<file path="src/rtl/job_scheduler_pkg.sv">
// rtl/job_scheduler_pkg.sv - viewport geometry, job record and scheduler state types
package job_scheduler_pkg;

  localparam int JOBS             = 640;
  localparam int JOBS_SUBDIVISION = 64;
  localparam int VIEW_H           = 480;
  localparam int PX_X_B           = $clog2(JOBS);
  localparam int PX_Y_B           = $clog2(VIEW_H);

  typedef struct packed {
    logic [PX_X_B-1:0] x;
    logic [PX_Y_B-1:0] y;
  } Job;

  typedef enum logic [1:0] {
    S_IDLE,
    S_DISPATCH,
    S_DRAIN,
    S_DONE
  } sched_state_t;

endpackage

</file>
<file path="src/rtl/rr_arbiter.sv">
// rtl/rr_arbiter.sv - combinational round-robin pick of the first request at or after ptr
module rr_arbiter #(
  parameter int N  = 10,
  parameter int IW = (N > 1) ? $clog2(N) : 1
) (
  input  logic [N-1:0]  req,
  input  logic [IW-1:0] ptr,
  output logic [N-1:0]  onehot,
  output logic [IW-1:0] idx,
  output logic          any
);

  int          ci;
  logic [IW-1:0] c;

  always_comb begin
    onehot = '0;
    idx    = '0;
    any    = 1'b0;
    ci     = 0;
    c      = '0;
    for (int k = 0; k < N; k++) begin
      ci = int'(ptr) + k;
      if (ci >= N) ci = ci - N;
      c = IW'(ci);
      if (!any && req[c]) begin
        any       = 1'b1;
        idx       = c;
        onehot[c] = 1'b1;
      end
    end
  end

endmodule

</file>
<file path="src/rtl/job_scheduler.sv">
// rtl/job_scheduler.sv - splits each frame into scanline jobs and deals them to workers round-robin
module job_scheduler
  import job_scheduler_pkg::*;
#(
  parameter int N_WORKERS = 10,
  parameter int JOB_W     = JOBS_SUBDIVISION,
  parameter int WIDTH     = JOBS,
  parameter int HEIGHT    = VIEW_H
) (
  input  logic                 clk,
  input  logic                 rstn,
  input  logic                 frame_start,
  input  logic [N_WORKERS-1:0] req,
  input  logic [N_WORKERS-1:0] done,
  output logic [N_WORKERS-1:0] grant,
  output logic [PX_X_B-1:0]    job_x,
  output logic [PX_Y_B-1:0]    job_y,
  output logic                 busy,
  output logic                 frame_done
);

  localparam int XJOBS = WIDTH / JOB_W;
  localparam int XW    = (XJOBS > 1) ? $clog2(XJOBS) : 1;
  localparam int PW    = (N_WORKERS > 1) ? $clog2(N_WORKERS) : 1;

  sched_state_t         state;
  logic [N_WORKERS-1:0] worker_busy;
  logic [PW-1:0]        rr_ptr;
  logic [XW-1:0]        x_idx;
  logic [PX_Y_B-1:0]    y_idx;

  logic [N_WORKERS-1:0] eligible;
  logic [N_WORKERS-1:0] arb_onehot;
  logic [PW-1:0]        arb_idx;
  logic                 arb_any;
  logic [N_WORKERS-1:0] busy_after_done;
  logic                 last_job;
  Job                   next_job;

  // done only clears a bit that is set, so stray pulses to idle workers vanish here
  assign busy_after_done = worker_busy & ~done;
  assign eligible        = (state == S_DISPATCH) ? (req & ~worker_busy) : '0;
  assign last_job        = (x_idx == XW'(XJOBS - 1)) && (y_idx == PX_Y_B'(HEIGHT - 1));

  always_comb begin
    next_job   = '0;
    next_job.x = PX_X_B'(x_idx) << $clog2(JOB_W);
    next_job.y = y_idx;
  end

  rr_arbiter #(.N(N_WORKERS), .IW(PW)) u_arb (
    .req    (eligible),
    .ptr    (rr_ptr),
    .onehot (arb_onehot),
    .idx    (arb_idx),
    .any    (arb_any)
  );

  always_ff @(posedge clk) begin
    if (!rstn) begin
      state       <= S_IDLE;
      worker_busy <= '0;
      rr_ptr      <= '0;
      x_idx       <= '0;
      y_idx       <= '0;
      grant       <= '0;
      job_x       <= '0;
      job_y       <= '0;
      busy        <= 1'b0;
      frame_done  <= 1'b0;
    end else begin
      grant      <= '0;
      job_x      <= '0;
      job_y      <= '0;
      frame_done <= 1'b0;
      case (state)
        S_IDLE: begin
          if (frame_start) begin
            state       <= S_DISPATCH;
            x_idx       <= '0;
            y_idx       <= '0;
            worker_busy <= '0;
            busy        <= 1'b1;
          end
        end
        S_DISPATCH: begin
          worker_busy <= busy_after_done | arb_onehot;
          if (arb_any) begin
            grant  <= arb_onehot;
            job_x  <= next_job.x;
            job_y  <= next_job.y;
            rr_ptr <= (arb_idx == PW'(N_WORKERS - 1)) ? '0 : arb_idx + PW'(1);
            if (x_idx == XW'(XJOBS - 1)) begin
              x_idx <= '0;
              y_idx <= y_idx + PX_Y_B'(1);
            end else begin
              x_idx <= x_idx + XW'(1);
            end
            if (last_job) state <= S_DRAIN;
          end
        end
        S_DRAIN: begin
          worker_busy <= busy_after_done;
          if (busy_after_done == '0) begin
            state      <= S_DONE;
            frame_done <= 1'b1;
            busy       <= 1'b0;
          end
        end
        S_DONE:  state <= S_IDLE;
        default: state <= S_IDLE;
      endcase
    end
  end

endmodule

</file>
<file path="config.mk">
export PLATFORM = sky130hd
export DESIGN_NAME = job_scheduler
export DESIGN_NICKNAME = d
export VERILOG_FILES = /design/src/rtl/job_scheduler_pkg.sv /design/src/rtl/rr_arbiter.sv /design/src/rtl/job_scheduler.sv
export SDC_FILE = /design/constraint.sdc
export NUM_CORES = 1
export LEC_CHECK = 0
export CAP_MARGIN = 10
export CELL_PAD_IN_SITES_DETAIL_PLACEMENT = 0
export CELL_PAD_IN_SITES_GLOBAL_PLACEMENT = 1
export CORE_ASPECT_RATIO = 1.75
export CORE_MARGIN = 1
export CORE_UTILIZATION = 44
export CTS_CLUSTER_SIZE = 14
export DETAILED_ROUTE_END_ITERATION = 10
export PLACE_DENSITY_LB_ADDON = 0.1
export RECOVER_POWER = 50
export SYNTH_ARGS = -nofsm -noshare
export SYNTH_HDL_FRONTEND = slang
export SYNTH_SLANG_ARGS = --single-unit
</file>
<file path="constraint.sdc">
create_clock -name clk -period 6.2 [get_ports clk]
set_input_delay 0.62 -clock clk [delete_from_list [all_inputs] [get_ports clk]]
set_output_delay 0.62 -clock clk [all_outputs]
set_load 0.005 [all_outputs]
</file>
==> impl_metrics.tcl, run 1 <==
set metrics [dict create \
    status "finished clean" \
    synth_ff_type "dfxtp_1" \
    crit_type "reg -> reg" \
    synth_edf_count 0 \
    grt_antenna_before_repair 0 \
    design.final.nets 850 \
    drc 0 \
    final-max-slew-violation-count 0 \
    netlist_instances 763 \
    asyncSetResetFlopFracSynth 0 \
    fill_cells 1319 \
    timing.critical_path.cells "inv_1 -> ha_1 -> ha_1 -> o21ai_0 -> a311oi_2 -> mux2i_1 -> o221a_2 -> nor4_1 -> nand4_1 -> o211ai_1 -> a41oi_1 -> a22oi_1 -> or3_4 -> o221ai_1" \
    share_of_cells_above_drive_strength_1 0.0876 \
    critical_path.max_fanout 20 \
    die_y_um 154 \
    post_synth_main_area_contributors "dfxtp_1, ha_1, a21oi_1, nor2_1, and3_1" \
    crit_top_cell "ha_1" \
    timing.critical_path.slowest_stage_cell "a311oi_2" \
    grt_first_pass_wirelength_mm 34.4 \
    synthDominantCellAreaShare 0.186 \
    floorplan.initialDensity 0.450 \
    crit_path_end_kind "flip-flop" \
    clkLatencyLatePin_ns 0.31 \
    path_delay_family "compound AO/OA/AOI/OAI gates" \
    die_area_mm2 0.0137 \
    final_antenna_net_count 0 \
    hold_path.class "reg -> reg" \
    ioPinCount 54 \
    grt_remaining_overflow 0 \
    holdPathStages 2 \
    slowest_stage_delay_on_critical_path_ns 0.69 \
    detail_route.wirelength_mm 22.7 \
    areaGrowthSynthToFinish_pct 13.1 \
    synth_top_area_cell "dfxtp_1" \
    dr_total_vias 6403 \
    finalWeightedCongestion 1.01 \
    timing.fmax_ghz 0.175 \
    grt_util_all_layers 0.336 \
    cp.buffers_inverters 1 \
    via_per_inst 6.60 \
    yosysWarnings 0 \
    hpwlAfterDp_mm 18.0 \
    setup.reg_to_reg.worst_slack_ns 0.50 \
    unrepaired_setup_endpoints_after_global_routing "no" \
    drt_pre_antenna_iters 5 \
    netlist_area_mm2 0.00583 \
    post-synth-top-count-cell "dfxtp_1" \
    worst_r2r_path_depth 14 \
    cts_tree "yes" \
    layout_worst_path_cycle_share 0.919 \
    final_util 0.509 \
    relSlewSlack 0.329 \
    floorplan.die.width_um 89.0 \
    critPathRequiredTime_ns 6.39 \
    cts_root_buffer "clkbuf_16" \
    io_buffers 47 \
    worst_slack_ns 0.500 \
    drt_iter0_markers 449 \
    setup_fix_bufs_post_cts 0 \
    cts_hold_repair.buffers 0 \
    max_cap_violations 0 \
    synth_commonest_cells "dfxtp_1, nor2_1, a21oi_1" \
    hold_viol_final 0 \
    crit_path_arrival_time_ns 5.89 \
    post_cts_resize_count 0 \
    synthesis.area_per_instance_um2 7.64 \
    yosys_register_bits 54 \
    num_antenna_cells 0 \
    cp-start-kind "flip-flop" \
    worst_slew_pin_slew_ns 1.00 \
    finalSetupViolCount 0 \
    fin_skew_ns 0.00981 \
    placement_rows 55 \
    dpl_worst_slack_ns 0.768 \
    post_synth_num_cell_types 104 \
    summed_negative_setup_slack_over_all_endpoints_ns 0 \
    cts_buffers 5 \
    design.core.area_mm2 0.0129 \
    path_depth 14 \
    synth-seq-area-share 0.186 \
    cts_buffer_depth 2 \
    clkSinkCount 54 \
    clk_pin_slew_worst_setup_hold_paths_ns 0.08 \
    detail_route.wl_per_cell_um 23.4 \
    grt_pass1_vias 6224 \
    grt_start_max_net_pins 29 \
    cts_max_level 2 \
    period_needed_ns 5.70 \
    hold_ws_ns 0.475 \
]
layout make-up:
type / instances / area (µm²) / share of cell area
Multi-Input combinational cell: 635 / 4400 / 0.668
Sequential cell: 54 / 1080 / 0.164
Timing Repair Buffer: 66 / 613 / 0.0930
Tap cell: 171 / 214 / 0.0325
Inverter: 36 / 135 / 0.0205
Clock buffer: 6 / 129 / 0.0196
Clock inverter: 2 / 17.5 / 0.00266
worst reg2reg max path: stages, from the launching register on:
cell      delay [ns]
dfxtp_1         0.62
inv_1           0.39
ha_1            0.35
ha_1            0.67
o21ai_0         0.33
a311oi_2        0.69
mux2i_1         0.20
o221a_2         0.42
nor4_1          0.67
nand4_1         0.22
o211ai_1        0.15
a41oi_1         0.08
a22oi_1         0.45
or3_4           0.25
o221ai_1        0.10
per-layer routing:
metal / global-route usage / vias up / part of all wire
met4: 0.242 / 0 / 0.080
li1: - / 2997 / -
met2: 0.612 / 267 / 0.52
met1: 0.336 / 3041 / 0.35
met3: 0.0454 / 98 / 0.044
met5: 0 / - / 0
sequential cells by signal, summed over array words and instances, names as in the netlist:
register,cells
job_x,4
rr_ptr,4
frame_done,1
job_y,9
worker_busy,10
state,2
x_idx,4
y_idx,9
grant,10
busy,1
stage by stage:
step,std cells,area (µm²)
after detailed placement,962,6440
after floorplan,768,5850
after global routing,970,6590
final,970,6590
after global placement,962,6440
after CTS,970,6590
path summary, 6_finish.rpt:
path,from,endpoint
min,worker_busy[8]$_SDFFE_PN0P_,worker_busy[8]$_SDFFE_PN0P_
max,rr_ptr[2]$_SDFFE_PN0P_,rr_ptr[3]$_SDFFE_PN0P_
min reg2reg,worker_busy[8]$_SDFFE_PN0P_,worker_busy[8]$_SDFFE_PN0P_
max reg2reg,rr_ptr[2]$_SDFFE_PN0P_,rr_ptr[3]$_SDFFE_PN0P_
cells in the final DEF (no fill, tap or decap), types with 9 or more instances in the layout:
master and n:
inv_1 31, o22ai_1 11, clkdlybuf4s50_1 21, ha_1 28, nor4_1 13, nor3_1 31
dlygate4sd3_1 26, xnor2_1 14, nor2b_1 10, a211oi_1 13, nand2_1 45, nand3b_1 9
or3_1 11, dfxtp_1 54, nand4_1 10, nand3_1 22, o21ai_0 32, buf_4 19
nor2_1 52, o211ai_1 14, a21oi_1 49, nand2b_1 14, and3_1 29, and2_1 17
a31oi_1 14, mux2i_1 14
kinds of logic after synthesis:
group / Yosys count / synth area share
flops: 54 / 0.186
fa+ha+maj: 29 / 0.0636
simple gates: 320 / 0.322
mux: 17 / 0.0298
buf+inv: 79 / 0.0627
other cells: 1 / 0.000644
xor+xnor: 20 / 0.0326
compound gates: 243 / 0.303
Power of run 1 is left out: the tool's default activity adds up to more than one toggle a clock period on the data nets, which glitch-free logic cannot reach.
==> run 2: changes to the inputs <==
Settings changed: HOLD_SLACK_MARGIN set to 0.06.
==> results of run 2 <==
Same layout as run 1: the final DEF is identical, and so are final timing and power.
Power of run 2 is left out for the same reason.
==> run 3: changes to the inputs <==
Settings changed: GPL_ROUTABILITY_DRIVEN set to 0.
==> run 3 against run 2 <==
Sequential share of layout area grew 0.14 points. Clock skew rose by 0.00098 ns. Highest routed layer unchanged. Maximum frequency grew 0.92%. Largest cell class unchanged. Register-to-register slack better by 0.05 ns.
==> impl_metrics.tcl, run 3 (same netlist as run 1, synthesis figures left out) <==
set metrics [dict create \
    grt_pass1_vias 6433 \
    hpwlAfterDp_mm 17.4 \
    unrepaired_setup_endpoints_after_global_routing "no" \
    grt_start_max_net_pins 29 \
    grt_antenna_before_repair 1 \
    timing.critical_path.slowest_stage_cell "ha_1" \
    max_cap_violations 0 \
    worst_hold_startpoint "worker_busy[2]$_SDFFE_PN0P_" \
    summed_negative_setup_slack_over_all_endpoints_ns 0 \
    drt_pre_antenna_iters 7 \
    timing.critical_path.cells "clkinv_1 -> ha_1 -> o21ai_0 -> a311oi_2 -> mux2i_1 -> o221a_2 -> and3_1 -> nand4_1 -> or4b_1 -> a22oi_1 -> or3_4 -> o221ai_1" \
    crit_path_arrival_time_ns 5.79 \
    floorplan.initialDensity 0.450 \
    period_needed_ns 5.65 \
    area_of_combinational_cells_with_multiple_inputs_mm2 0.00440 \
    cts_max_level 2 \
    placedCellCount 955 \
    hold_path.class "reg -> reg" \
    design.final.nets 843 \
    clkLatencyLatePin_ns 0.30 \
    fill_cells 1398 \
    hold_ws_ns 0.489 \
    grt_first_pass_wirelength_mm 34.7 \
    cp-start-kind "flip-flop" \
    floorplan.die.width_um 89.0 \
    die_area_mm2 0.0137 \
    hold_viol_final 0 \
    grt_remaining_overflow 0 \
    crit_type "reg -> reg" \
    critPathRequiredTime_ns 6.34 \
    dr.max_layer_used "met4" \
    clkSinkCount 54 \
    critical_path.reg2reg.startpoint "rr_ptr[3]$_SDFFE_PN0P_" \
    cts_buffer_depth 2 \
    routed_length_on_met3_mm 1.36 \
    register_area_mm2 0.00108 \
    layout_commonest_cell "dfxtp_1" \
    final_antenna_net_count 0 \
    critical_path.max_fanout 20 \
    final-max-slew-violation-count 0 \
    worst_slew_pin_slew_ns 1.05 \
    layout_worst_path_cycle_share 0.911 \
    io_buffers 47 \
    cts_tree "yes" \
    ioPinCount 54 \
    cts_root_buffer "clkbuf_16" \
    placement_rows 55 \
    dr_total_vias 6547 \
    die_y_um 154 \
    post_cts_resize_count 0 \
    via_per_inst 6.80 \
    fin_cells 963 \
    most-common-layout-cells "dfxtp_1, nor2_1, a21oi_1" \
    detail_route.wirelength_mm 22.6 \
    drt_iter0_markers 678 \
    design.core.area_mm2 0.0129 \
    relSlewSlack 0.294 \
    drc 0 \
    crit_path_end_kind "flip-flop" \
    timing.fmax_ghz 0.177 \
    setup_fix_bufs_post_cts 0 \
    wirelength_met1_mm 7.99 \
    num_antenna_cells 0 \
    detail_route.wl_per_cell_um 23.4 \
    share_of_cells_above_drive_strength_1 0.0795 \
    fin_skew_ns 0.0108 \
    grt_util_all_layers 0.337 \
    areaGrowthSynthToFinish_pct 12.1 \
    clk_pin_slew_worst_setup_hold_paths_ns 0.07 \
    cts_hold_repair.buffers 0 \
    biggestRegsByFlops "grant x10, worker_busy x10" \
    met2RoutedLength_mm 11.2 \
    slowest_stage_delay_on_critical_path_ns 0.83 \
    final_util 0.505 \
    critical_path.startpoint "rr_ptr[3]$_SDFFE_PN0P_" \
    cts_buffers 5 \
    finalSetupViolCount 0 \
    status "finished clean" \
]
run 3: area by class of cell:
type                    count  share of cell area
clock buffers               6              0.0197
clock inverters             2             0.00249
inverters                  36              0.0207
multi-input cells         635               0.674
flip-flops and latches     54               0.166
well taps                 171              0.0328
repair buffers             59              0.0852
run 3: path summary, 6_finish.rpt:
check / to / slack (ns) / cells past startpoint
setup / recovery: rr_ptr[3]$_SDFFE_PN0P_ / 0.55 / 12
hold / removal: worker_busy[2]$_SDFFE_PN0P_ / 0.49 / 2
setup reg to reg: rr_ptr[3]$_SDFFE_PN0P_ / 0.55 / 12
hold reg to reg: worker_busy[2]$_SDFFE_PN0P_ / 0.49 / 2
run 3: metrics by stage:
step	setup slack [ns]	instance area, µm²
2_1_floorplan	1.44	5850
3_3_place_gp	0.743	6390
3_5_place_dp	0.769	6390
4_1_cts	0.739	6540
5_1_grt	0.240	6530
6_report	0.552	6530
run 3: metal layers:
layer | GRT usage | vias to the layer above
met4 | 0.243 | 0
met1 | 0.363 | 3135
met2 | 0.582 | 330
met3 | 0.0507 | 109
met5 | 0 | -
li1 | - | 2973
run 3: critical path, delay by kind of cell, from the launching register on:
kind | cells | cell delay, ns
AO/OA/AOI/OAI | 5 | 1.79
adder cells (fa/ha/maj) | 1 | 0.83
buffers and inverters | 1 | 0.50
flip-flops | 1 | 0.72
multiplexers | 1 | 0.27
AND/OR/NAND/NOR | 4 | 1.37
Power of run 3 is left out for the same reason.
